[config.mk]
export PLATFORM = sky130hd
export DESIGN_NAME = clkdiv_ctrl
export DESIGN_NICKNAME = d
export VERILOG_FILES = /design/src/rtl/clkdiv_ctrl_pkg.sv /design/src/rtl/clkdiv_core.sv /design/src/rtl/clkdiv_ctrl.sv
export SDC_FILE = /design/constraint.sdc
export NUM_CORES = 1
export LEC_CHECK = 0
export ABC_AREA = 1
export BUFFER_PORTS_ARGS = -buffer_cell sky130_fd_sc_hd__buf_4
export CORE_MARGIN = 5
export CORE_UTILIZATION = 43
export DETAILED_ROUTE_END_ITERATION = 7
export GPL_TIMING_DRIVEN = 0
export SLEW_MARGIN = 25
export SYNTH_ARGS = -nofsm -noshare
export SYNTH_HDL_FRONTEND = slang
export SYNTH_SLANG_ARGS = --single-unit
[constraint.sdc]
create_clock -name clock_in -period 5.9 [get_ports clock_in]
set_clock_uncertainty 0.15 [all_clocks]
set_input_delay 0.885 -clock clock_in [delete_from_list [all_inputs] [get_ports clock_in]]
set_output_delay 0.885 -clock clock_in [all_outputs]
set_load 0.05 [all_outputs]
[src/rtl/clkdiv_ctrl_pkg.sv]
// Shared definitions for the clock-divider controller: FSM state encoding and
// divisor limits used by clkdiv_ctrl and clkdiv_core.
package clkdiv_ctrl_pkg;

  typedef enum logic [1:0] {
    ST_IDLE = 2'd0,
    ST_RUN  = 2'd1,
    ST_PEND = 2'd2
  } state_t;

  localparam int MIN_DIV   = 2;
  localparam int DEF_WIDTH = 28;

endpackage

[src/rtl/clkdiv_core.sv]
// Phase counter for the clock divider, plus the registered clock_out and tick.
// at_term flags the last cycle of the current period for the controller FSM.
module clkdiv_core #(
  parameter int WIDTH = 28
) (
  input  logic             clock_in,
  input  logic             rst,
  input  logic             enable,
  input  logic             clear,
  input  logic [WIDTH-1:0] active_div,
  output logic             clock_out,
  output logic             tick,
  output logic             at_term
);

  localparam logic [WIDTH-1:0] ONE = WIDTH'(1);

  logic [WIDTH-1:0] count;

  assign at_term = (count == active_div - ONE);

  // NOTE: non-blocking assignments so every register here samples pre-edge values.
  always_ff @(posedge clock_in) begin
    if (rst) begin
      count     <= '0;
      clock_out <= 1'b0;
      tick      <= 1'b0;
    end else begin
      if (clear) begin
        count <= '0;
      end else if (enable) begin
        count <= at_term ? '0 : count + ONE;
      end
      // Low for the first half (rounded down) of the period, high for the rest.
      clock_out <= enable && (count >= (active_div >> 1));
      tick      <= enable && at_term;
    end
  end

endmodule

[src/rtl/clkdiv_ctrl.sv]
// Run/stop and reconfiguration controller for the programmable clock divider.
// Optional period counter output enabled by defining CLKDIV_CTRL_PERIOD_CNT_EN.
module clkdiv_ctrl
  import clkdiv_ctrl_pkg::*;
#(
  parameter int WIDTH       = DEF_WIDTH,
  parameter int DEFAULT_DIV = 4
) (
  input  logic             clock_in,
  input  logic             rst,
  input  logic             start,
  input  logic             stop,
  input  logic             cfg_valid,
  input  logic [WIDTH-1:0] cfg_divisor,
  output logic             cfg_ready,
  output logic             cfg_err,
  output logic             clock_out,
  output logic             tick,
  output logic             running,
  output logic [WIDTH-1:0] active_div
`ifdef CLKDIV_CTRL_PERIOD_CNT_EN
  ,
  output logic [15:0]      periods
`endif
);

  state_t           state_q, state_d;
  logic [WIDTH-1:0] div_d, shadow_q, shadow_d;
  logic             stop_pend_q, stop_pend_d;
  logic             err_d, at_term, xfer, div_ok;

  assign cfg_ready = (state_q != ST_PEND);
  assign running   = (state_q != ST_IDLE);
  assign xfer      = cfg_valid && cfg_ready;
  assign div_ok    = (cfg_divisor >= WIDTH'(MIN_DIV));

  clkdiv_core #(.WIDTH(WIDTH)) u_core (
    .clock_in   (clock_in),
    .rst        (rst),
    .enable     (state_q != ST_IDLE),
    .clear      (state_q == ST_IDLE),
    .active_div (active_div),
    .clock_out  (clock_out),
    .tick       (tick),
    .at_term    (at_term)
  );

  // NOTE: every variable gets a default first so no path infers a latch.
  always_comb begin
    state_d     = state_q;
    div_d       = active_div;
    shadow_d    = shadow_q;
    stop_pend_d = stop_pend_q;
    err_d       = xfer && !div_ok;
    unique case (state_q)
      ST_IDLE: begin
        if (xfer && div_ok) div_d = cfg_divisor;
        if (start && !stop) state_d = ST_RUN;
      end
      ST_RUN: begin
        if (stop) stop_pend_d = 1'b1;
        // A divisor offered on the terminal cycle lands at this very boundary.
        if (xfer && div_ok) begin
          if (at_term) begin
            div_d = cfg_divisor;
          end else begin
            shadow_d = cfg_divisor;
            state_d  = ST_PEND;
          end
        end
        if (at_term && (stop || stop_pend_q)) begin
          state_d     = ST_IDLE;
          stop_pend_d = 1'b0;
        end
      end
      ST_PEND: begin
        if (stop) stop_pend_d = 1'b1;
        if (at_term) begin
          div_d = shadow_q;
          if (stop || stop_pend_q) begin
            state_d     = ST_IDLE;
            stop_pend_d = 1'b0;
          end else begin
            state_d = ST_RUN;
          end
        end
      end
      default: state_d = ST_IDLE;
    endcase
  end

  always_ff @(posedge clock_in) begin
    if (rst) begin
      state_q     <= ST_IDLE;
      active_div  <= WIDTH'(DEFAULT_DIV);
      shadow_q    <= '0;
      stop_pend_q <= 1'b0;
      cfg_err     <= 1'b0;
    end else begin
      state_q     <= state_d;
      active_div  <= div_d;
      shadow_q    <= shadow_d;
      stop_pend_q <= stop_pend_d;
      cfg_err     <= err_d;
    end
  end

`ifdef CLKDIV_CTRL_PERIOD_CNT_EN
  // Counts completed periods since the last start; frozen while idle.
  always_ff @(posedge clock_in) begin
    if (rst) begin
      periods <= '0;
    end else if (state_q == ST_IDLE && state_d == ST_RUN) begin
      periods <= '0;
    end else if (state_q != ST_IDLE && at_term && periods != 16'hFFFF) begin
      periods <= periods + 16'd1;
    end
  end
`endif

endmodule

Yosys cells after proc, flatten, opt, wreduce, memory -nomap -nowiden
Cells that the tools add are included.
Widths: inputs -> output; s select.
{ "word_totals": {"reg_bits": 90, "out_inout_bits": 33} }
{ "op_classes": {"n_addsub": 2, "order_cmp": 2, "eq_ne": 11, "mux": 18, "n_bitwise": 1, "reduce_logical": 18} }
{ "op_table": {"columns": ["operator", "count"], "rows": [
  ["$mux 28", 5],
  ["$pmux 28 s3", 1],
  ["$add 28x1->28 const B", 1],
  ["$eq 28x28->1", 1],
  ["$ge 28x2->1 const B", 1],
  ["$ge 28x27->1", 1],
  ["$sub 28x1->28 const B", 1],
  ["$ne 2x2->1 const B", 6],
  ["$mux 2", 5],
  ["$logic_and 1x1->1", 7],
  ["$ne 3x3->1 const B", 2],
  ["$pmux 2 s3", 1],
  ["$mux 1", 5],
  ["$reduce_and 5->1", 1],
  ["$reduce_and 4->1", 1],
  ["$reduce_bool 2->1", 2],
  ["$reduce_and 3->1", 1],
  ["$reduce_bool 3->1", 1],
  ["$eq 2x1->1 const B", 1],
  ["$eq 2x2->1 const B", 1],
  ["$logic_not 1->1", 2],
  ["$logic_not 2->1", 1],
  ["$pmux 1 s2", 1],
  ["$reduce_or 2->1", 1],
  ["2 further kinds", 2]
]} }

Depth between registers and ports, before layout
Gate-level depths: netlist of the first run.
{ "depth": {"word_depth": 6, "mapped_depth": 21, "ltp_nobuf": 19} }

Hierarchy
A second synthesis of the first run with hierarchy kept.
{ "unflattened": {"hier_cells": 1035, "hier_area_um2": 6680.2} }
{ "modules_own_cells": {"columns": ["mod", "instances", "cells_per_inst", "area_per_inst_um2", "seq_area_each_um2"], "rows": [
  ["clkdiv_core", 1, 580, 3704.8, 600.6],
  ["clkdiv_ctrl", 1, 455, 2975.4, 1201.2]
]} }

Worst setup path before layout of the first run
No wires, ideal clock.
{ "synth_timing": {"kind": "register -> register", "start": "register active_div[0]", "end": "register active_div[19]", "setup_time_ps": 113, "t_arrival_ps": 2569, "required_time_ps": 5637, "setup_slack_ps": 3068, "path_stages_with_launch": 20, "path_buffers": 2, "path_cell_list": "dfxtp_1 inv_1 ha_1 inv_1 nand2_1 nand3_1 nand2_1 o21bai_1 nor2_1 nand2_1 nor2_1 nand2_1 nor2_2 nand2_2 nand2_1 nand3_1 buf_6 buf_2 nor2_1 nor2_1"} }
{ "synth_between": {"elab_chain_cells": 4, "elab_cells_between_ends": 5, "classes_between": "1 x add/sub; 3 x eq/ne; 1 x reduce/logical"} }
{ "synth_lines": {"columns": ["item", "line_no", "rtl"], "rows": [
  ["start, declared", "clkdiv_ctrl.sv:20", "output logic [WIDTH-1:0] active_div"],
  ["start signal, assigned", "clkdiv_ctrl.sv:95", "active_div <= WIDTH'(DEFAULT_DIV);"],
  ["start signal, assigned", "clkdiv_ctrl.sv:101", "active_div <= div_d;"],
  ["$sub 28x1->28 (*)", "clkdiv_core.sv:20", "assign at_term = (count == active_div - ONE);"],
  ["$eq 28x28->1 (*)", "clkdiv_core.sv:20", null],
  ["$ne 2x2->1 (no source line)", null, null],
  ["$reduce_and 5->1 (no source line) (*)", null, null]
]} }
Every way passes the cells marked *; elsewhere a longest branch is shown, timed or not.
A chain may end at the register's enable or synchronous reset.

Worst setup path in the final report of the first run
{ "layout_timing": {"start": "register active_div[0]", "end": "register active_div[24]"} }
Same word-level chain as after synthesis.

==> impl_metrics.csv, run 1 <==
group,metric,value,unit
outcome,status,"completed",
yosys,synth_area_leaders,"dfxtp_1 29%, nand2_1 15%, nor2_1 9.9%",
clocking,hold_buffers,0,
grt,grt_pass1_vias,5930,
yosys,synth-edff-count,0,
grt,grt_pass1_wl,30700,um
sta,setup_viol,0,
critical_path,cp.arrival,3.51,ns
final_layout,multi_input_area,3700,um^2
yosys,ys.flop_type,"dfxtp_1",
routing,drc,0,
critical_path,crit_start,"active_div[0]",
yosys,syn-instance-count,975,
grt,globalRouteTotalUtil,23.5,%
clocking,cts_buffer_depth,2,
routing,drt-total-wl,18900,um
hold_path,hold-path-cell-count,2,
clocking,cts_buffers,9,
placed_design,gp_congestion,0.967,
pwr,peakVddDrop,0.000184,V
final_layout,drive_above_1_share,11.0,%
sta,worst_pin_slew,0.520,ns
critical_path,r2r_slack,2.47,ns
grt,grt_max_degree,15,
grt,antenna_found_initial,0,
pwr,power.leakage,3.36,nW
routing,ant_nets,0,
sta,finalCritPeriodShare,58.1,%
critical_path,r2r_start,"active_div[0]",
final_layout,nNetsFinal,1117,
floorplan,io_pins,66,
sta,rsz0062_at_grt,"no",
placed_design,dp_hpwl,15600,um
placed_design,placed_area,6840,um^2
clocking,cts-resized-gates,0,
clocking,htreeDepth,3,
routing,drt_iter0_markers,335,
yosys,synth_fp_nets,1041,
routing,vias,6125,
floorplan,die_h,129,um
hold_path,min_path_type,"reg -> reg",
final_layout,nFillCells,1513,
yosys,yosysTopAreaCell,"dfxtp_1",
floorplan,core-area,13900,um^2
sta,fmax,0.292,GHz
hold_path,hold_start,"shadow_q[8]",
clocking,cts.sinks,90,
routing,drt-wirelength-per-cell,15.3,um
sta,final.setup.tns,0,ns
routing,post_drt_via_cell_ratio,4.96,
yosys,synth.ff_latch_count,90,
yosys,async_reset_ff_share,0,%
critical_path,crit_required,5.98,ns
run,maxCapViolCount,0,
yosys,yosysSeqAreaShare,29.4,%
placed_design,io_buffers,65,
critical_path,reg2reg_depth,19,
critical_path,critPathCaptureType,"flop",
final_layout,antenna_cells,0,
floorplan,start_util,44.0,%
sta,maxSlewViolCount,0,
critical_path,worstReg2RegEnd,"active_div[24]",
yosys,synthesis.area,6130,um^2
sta,timing.slew.headroom,65.0,%
critical_path,path_max_fanout,10,
final_layout,register_area,1800,um^2
yosys,avgSynthCellArea,6.28,um^2
critical_path,worstSetupStartpointType,"flop",
hold_path,min_to,"shadow_q[8]",
floorplan,die_area,16700,um^2
pwr,finalPower,3.48,mW
yosys,synth_most_common_cell,"nand2_1",
clocking,cts.clk_slew.worst_paths,0.07,ns
clocking,postCtsSetupBuffers,0,
floorplan,die_w,129,um
critical_path,crit_type,"reg -> reg",
pwr,p_per_area,486,nW/um^2
clocking,clkLatencyLatePin,0.35,ns
yosys,synth_top_area_share,29.4,%
grt,overflow,0,
yosys,ys_types,37,
yosys,yosys-top-cells-count,"241 x nand2_1, 161 x nor2_1, 122 x inv_1, 90 x dfxtp_1, 58 x o21ai_0",
sta,hold_viol,0,
clocking,cts_tree,"built",
sta,fin_crit,3.43,ns
clocking,root_buffer,"clkbuf_16",
floorplan,rows,43,
final_layout,area_growth,16.9,%
yosys,ys.warnings.count,0,
routing,drt_pass1_iterations,5,
final_layout,fin_area,7160,um^2
## metal layers
metal | global-route usage (%) | part of all wire, % | vias to the layer above | wire [um]
met3 | 2.51 | 5.4 | 21 | 1020
met4 | 6.79 | 1.7 | 0 | 324
met5 | 0 | 0 | - | 0
li1 | - | - | 3268 | -
met1 | 33.1 | 47 | 2687 | 8960
met2 | 38.1 | 45 | 149 | 8600
## power by group
part	internal [mW]	total, mW	switching, mW	leakage [nW]
logic	0.610	1.96	1.35	2.47
registers	0.734	0.892	0.157	0.735
clock network	0.382	0.629	0.247	0.156
## critical path, stage by stage (launching register included)
cell     delay [ns]
dfxtp_1        0.33
inv_1          0.14
ha_1           0.29
nand2_2        0.14
nor2_4         0.27
nand2_1        0.12
inv_2          0.09
nor2_1         0.05
nor2_1         0.11
nand2_1        0.06
nor2_1         0.10
nand2_1        0.08
nor2_2         0.27
nand2_2        0.18
nand2_1        0.09
nand3_1        0.16
buf_6          0.20
buf_6          0.14
nor2_1         0.24
nor2_1         0.09
## final cells by class
class	instances	share of cell area, %
clock buffers	11	3.39
well taps	180	3.15
multi-input cells	732	51.7
inverters	125	6.55
clock inverters	5	1.08
plain buffers	28	2.15
flip-flops and latches	90	25.2
repair buffers	65	6.81
## how the worst max path moves through the flow
| stage | to | slack (ns) | cells past startpoint |
|---|---|---|---|
| after floorplan | active_div[19] | 3.07 | 19 |
| after global placement | active_div[24] | 2.48 | 19 |
| after detailed placement | active_div[24] | 2.47 | 19 |
| after CTS | active_div[24] | 2.45 | 19 |
| after global routing | active_div[27] | 2.29 | 19 |
| final | active_div[24] | 2.47 | 19 |
## registers in the layout (all words and copies together) (netlist names)
register and count:
active_div 28, cfg_err 1, shadow_q 28, state_q 2
stop_pend_q 1, u_core.clock_out 1, u_core.count 28, u_core.tick 1
## per-stage QoR
| step | instances | hold WS (ns) | utilization [%] | worst slack (ns) |
|---|---|---|---|---|
| global placement | 1220 | 0.284 | 49.1 | 2.48 |
| CTS | 1236 | 0.296 | 51.4 | 2.45 |
| global route | 1236 | 0.318 | 51.4 | 2.29 |
| floorplan | 975 | 0.274 | - | 3.07 |
| detailed placement | 1220 | 0.287 | 49.1 | 2.47 |
| finish | 1236 | 0.297 | 51.4 | 2.47 |
## cell families (layout without fill, tap and decap cells)
family / Yosys count / after routing / synth area share [%]
and+or+nand+nor: 531 / 531 / 37.0
buffers and inverters: 153 / 234 / 10.2
AOI/OAI and AO/OA: 134 / 134 / 11.6
DFF: 90 / 90 / 29.4
xor gates and xnor gates: 34 / 34 / 5.08
adders and majority gates: 33 / 33 / 6.74
## placed cells by master, fill, tap and decap left out, types with 6 or more instances in the layout
cell type,synthesis,layout
clkbuf_16,0,9
dfxtp_1,90,90
nor2_2,11,11
buf_2,6,6
o21ai_1,10,10
inv_1,122,122
nand2_2,6,6
xnor2_1,12,12
nand4_1,22,22
ha_1,33,33
o21ai_0,58,58
clkbuf_1,15,16
nand3_1,49,49
xor2_1,21,21
nor3_1,18,18
nor4_1,11,11
nor2_1,161,161
a21oi_1,51,51
buf_4,3,68
nand2_1,241,241
Power figures use the tool's default switching activity.
==> inputs of run 2 (changes only) <==
--- a/config.mk
+++ b/config.mk
@@ -5,7 +5,7 @@
 export SDC_FILE = /design/constraint.sdc
 export NUM_CORES = 1
 export LEC_CHECK = 0
-export ABC_AREA = 1
+export ABC_AREA = 0
 export BUFFER_PORTS_ARGS = -buffer_cell sky130_fd_sc_hd__buf_4
 export CORE_MARGIN = 5
 export CORE_UTILIZATION = 43
==> constraint.sdc (replaced) <==
create_clock -name clock_in -period 2.98 [get_ports clock_in]
set_clock_uncertainty 0.15 [all_clocks]
set_input_delay 0.447 -clock clock_in [delete_from_list [all_inputs] [get_ports clock_in]]
set_output_delay 0.447 -clock clock_in [all_outputs]
set_load 0.05 [all_outputs]
==> impl_metrics.csv, run 2 <==
group,metric,value,unit
pwr,finalPower,7.78,mW
clocking,cts_buffer_depth,2,
grt,globalRouteTotalUtil,22.6,%
sta,timing.slew.headroom,23.7,%
final_layout,antenna_cells,0,
pwr,p_int,4.17,mW
routing,drc,0,
yosys,ys.warnings.count,0,
yosys,synth_most_common_cell,"dfxtp_1",
pwr,p_sw_share,46.4,%
clocking,cts_buffers,9,
sta,setup_viol,88,
floorplan,rows,41,
floorplan,die_area,15300,um^2
placed_design,dp_hpwl,12400,um
floorplan,die_h,124,um
clocking,cts.clk_slew.worst_paths,0.07,ns
sta,fin_crit,3.77,ns
grt,antenna_found_initial,0,
pwr,clockPowerShare,15.2,%
floorplan,start_util,44.0,%
yosys,synth_top_family_by_area,"simple AND/OR/NAND/NOR gates",
hold_path,min_to,"shadow_q[0]",
sta,maxSlewViolCount,0,
grt,grt_pass1_wl,26600,um
routing,ant_nets,0,
pwr,power.leakage,2.95,nW
critical_path,worstSetupStartpointType,"flop",
pwr,p_per_area,1030,nW/um^2
hold_path,min_path_type,"in -> reg",
yosys,synthXorXnorAreaFrac,8.65,%
final_layout,final_cell_mix,"86 x buf_4, 79 x dfxtp_1, 66 x nor2_1, 37 x inv_1, 33 x nor2b_1",
sta,rsz0062_at_grt,"yes",
critical_path,reg2reg_depth,11,
critical_path,r2r_slack,-0.79,ns
yosys,synth_compound_area_share,19.2,%
hold_path,hold-path-cell-count,3,
critical_path,crit_required,3.04,ns
final_layout,nNetsFinal,801,
run,maxCapViolCount,0,
sta,timing.final.ws_setup,-0.790,ns
grt,grt_pass1_vias,4963,
placed_design,io_buffers,65,
yosys,synth_fa_ha_area_share,7.41,%
pwr,seqPwrFrac,24.0,%
yosys,ys_types,64,
final_layout,layout.cells.most_common,"buf_4",
yosys,synth_area_leaders,"dfxtp_1 32%, ha_1 7.4%, mux2i_1 5.0%",
yosys,yosys-top-cells-count,"90 x dfxtp_1, 73 x nor2_1, 39 x inv_1, 37 x a211oi_1",
yosys,synth_top_area_share,32.4,%
floorplan,io_pins,66,
floorplan,die_w,124,um
critical_path,path_max_fanout,7,
sta,fmax,0.265,GHz
clocking,cts_tree,"built",
yosys,synth_fp_nets,691,
final_layout,reg_top3,"active_div: 28 flops, shadow_q: 28 flops, u_core.count: 28 flops",
pwr,p_sw,3.61,mW
sta,hold_viol,0,
outcome,violations,"setup timing",
pwr,power_frac_comb,60.8,%
grt,grt_max_degree,17,
floorplan,core-area,12700,um^2
critical_path,worstReg2RegEnd,"active_div[3]",
yosys,avgSynthCellArea,8.91,um^2
placed_design,placed_area,6320,um^2
routing,drt-total-wl,16600,um
hold_path,hold_start,"cfg_divisor[0]",
yosys,async_reset_ff_share,0,%
yosys,synthMuxAreaShare,5.23,%
routing,post_drt_via_cell_ratio,5.42,
critical_path,cp.arrival,3.83,ns
placed_design,gp_congestion,0.896,
yosys,synthSimpleGateAreaFrac,21.6,%
routing,vias,4939,
final_layout,area_growth,36.1,%
yosys,synthesis.area,5570,um^2
clocking,cts.sinks,90,
routing,drt-wirelength-per-cell,18.2,um
yosys,yosysTopAreaCell,"dfxtp_1",
yosys,synth.ff_latch_count,90,
routing,drt_iter0_markers,288,
clocking,root_buffer,"clkbuf_16",
outcome,status,"finished, violations left",
routing,drt_pass1_iterations,4,
clocking,clkLatencyLatePin,0.36,ns
yosys,synth-edff-count,0,
sta,worst_pin_slew,1.14,ns
critical_path,crit_type,"reg -> reg",
sta,finalCritPeriodShare,127,%
pwr,peakVddDrop,0.000449,V
yosys,syn-instance-count,625,
yosys,ys.flop_type,"dfxtp_1",
final_layout,fin_area,7580,um^2
yosys,yosysSeqAreaShare,32.4,%
final_layout,drive_above_1_share,30.3,%
clocking,htreeDepth,3,
grt,overflow,0,
critical_path,r2r_start,"active_div[15]",
critical_path,critPathCaptureType,"flop",
==> run 2: changes by cell type in the layout (fill, tap and decap cells not counted), moves of 23 or more <==
cell	delta
o21ai_0	-49
nor2b_1	+33
nand3_1	-36
inv_1	-85
a211oi_4	+23
mux2i_1	+27
nor2_1	-95
nand2_1	-221
a21oi_1	-39
==> run 2: repair_timing <==
action | in CTS | in global routing
buffers inserted | 18 | 8
endpoints found under the hold margin | 0 | 0
pin swaps | 28 | 15
gates cloned | 6 | 2
endpoints found under the setup margin | 88 | 89
gates resized for setup | 72 | 48
hold buffers | 0 | 0
==> run 2: metal layers <==
layer	part of all wire [%]	global-route usage (%)	vias to the layer above
li1	-	-	2467
met3	4.1	4.95	20
met2	49	37.2	96
met4	1.4	5.74	0
met1	46	30.0	2356
met5	0	0	-
==> run 2: final cells by class <==
class	count	area, um^2
buffer	28	251
clock buffer	9	225
clock inverter	7	75.1
fill	1145	5090
inverter	39	151
multi-input combinational	468	3920
sequential	90	1830
tap	172	215
timing repair buffer	99	911
==> run 2: metrics by stage <==
stage	cells	TNS (ns)	hold WS (ns)	util, %	setup slack [ns]
floorplan	625	-34.23	0.308	-	-0.535
global placement	862	-75.68	0.324	49.9	-0.948
detailed placement	862	-80.90	0.335	49.9	-1.04
CTS	902	-57.97	0.169	57.0	-0.738
global route	912	-64.82	0.192	59.8	-0.874
finish	912	-57.42	0.177	59.8	-0.790
==> run 2: cell families after synthesis <==
family	Yosys count
adder cells (fa/ha/maj)	33
XOR/XNOR	55
AO/OA/AOI/OAI	130
multiplexers	29
AND/OR/NAND/NOR	221
flip-flops	90
buffers and inverters	67
==> run 2: power groups by stage <==
stage	sequential, mW	combinational [mW]	clock (mW)
final	1.86	4.73	1.19
after floorplan	2.32	2.01	0
after detailed placement	1.86	3.48	0
after global placement	1.85	3.45	0
after CTS	1.84	4.21	1.21
after global routing	1.91	5.05	1.26
==> run 2: worst max-delay path by stage <==
stage          cells past startpoint          endpoint            from  slack (ns)
3_3_place_gp                      12  u_core.count[20]   active_div[0]       -0.95
5_1_grt                            7    active_div[13]      state_q[0]       -0.87
6_report                          11     active_div[3]  active_div[15]       -0.79
3_5_place_dp                      13      shadow_q[24]   active_div[0]       -1.04
4_1_cts                           11    active_div[18]  active_div[15]       -0.74
2_1_floorplan                     11    active_div[20]  active_div[15]       -0.53
==> run 2: worst max-delay path, stage by stage, from the launching register on <==
cell and delay [ns]:
dfxtp_4 0.36, or4_4 0.53, or3_4 0.38, nor4_4 0.20
mux2_4 0.33, or4_4 0.62, o31ai_4 0.25, o211ai_4 0.15
buf_8 0.18, buf_4 0.14, a211oi_4 0.25, a211oi_1 0.08
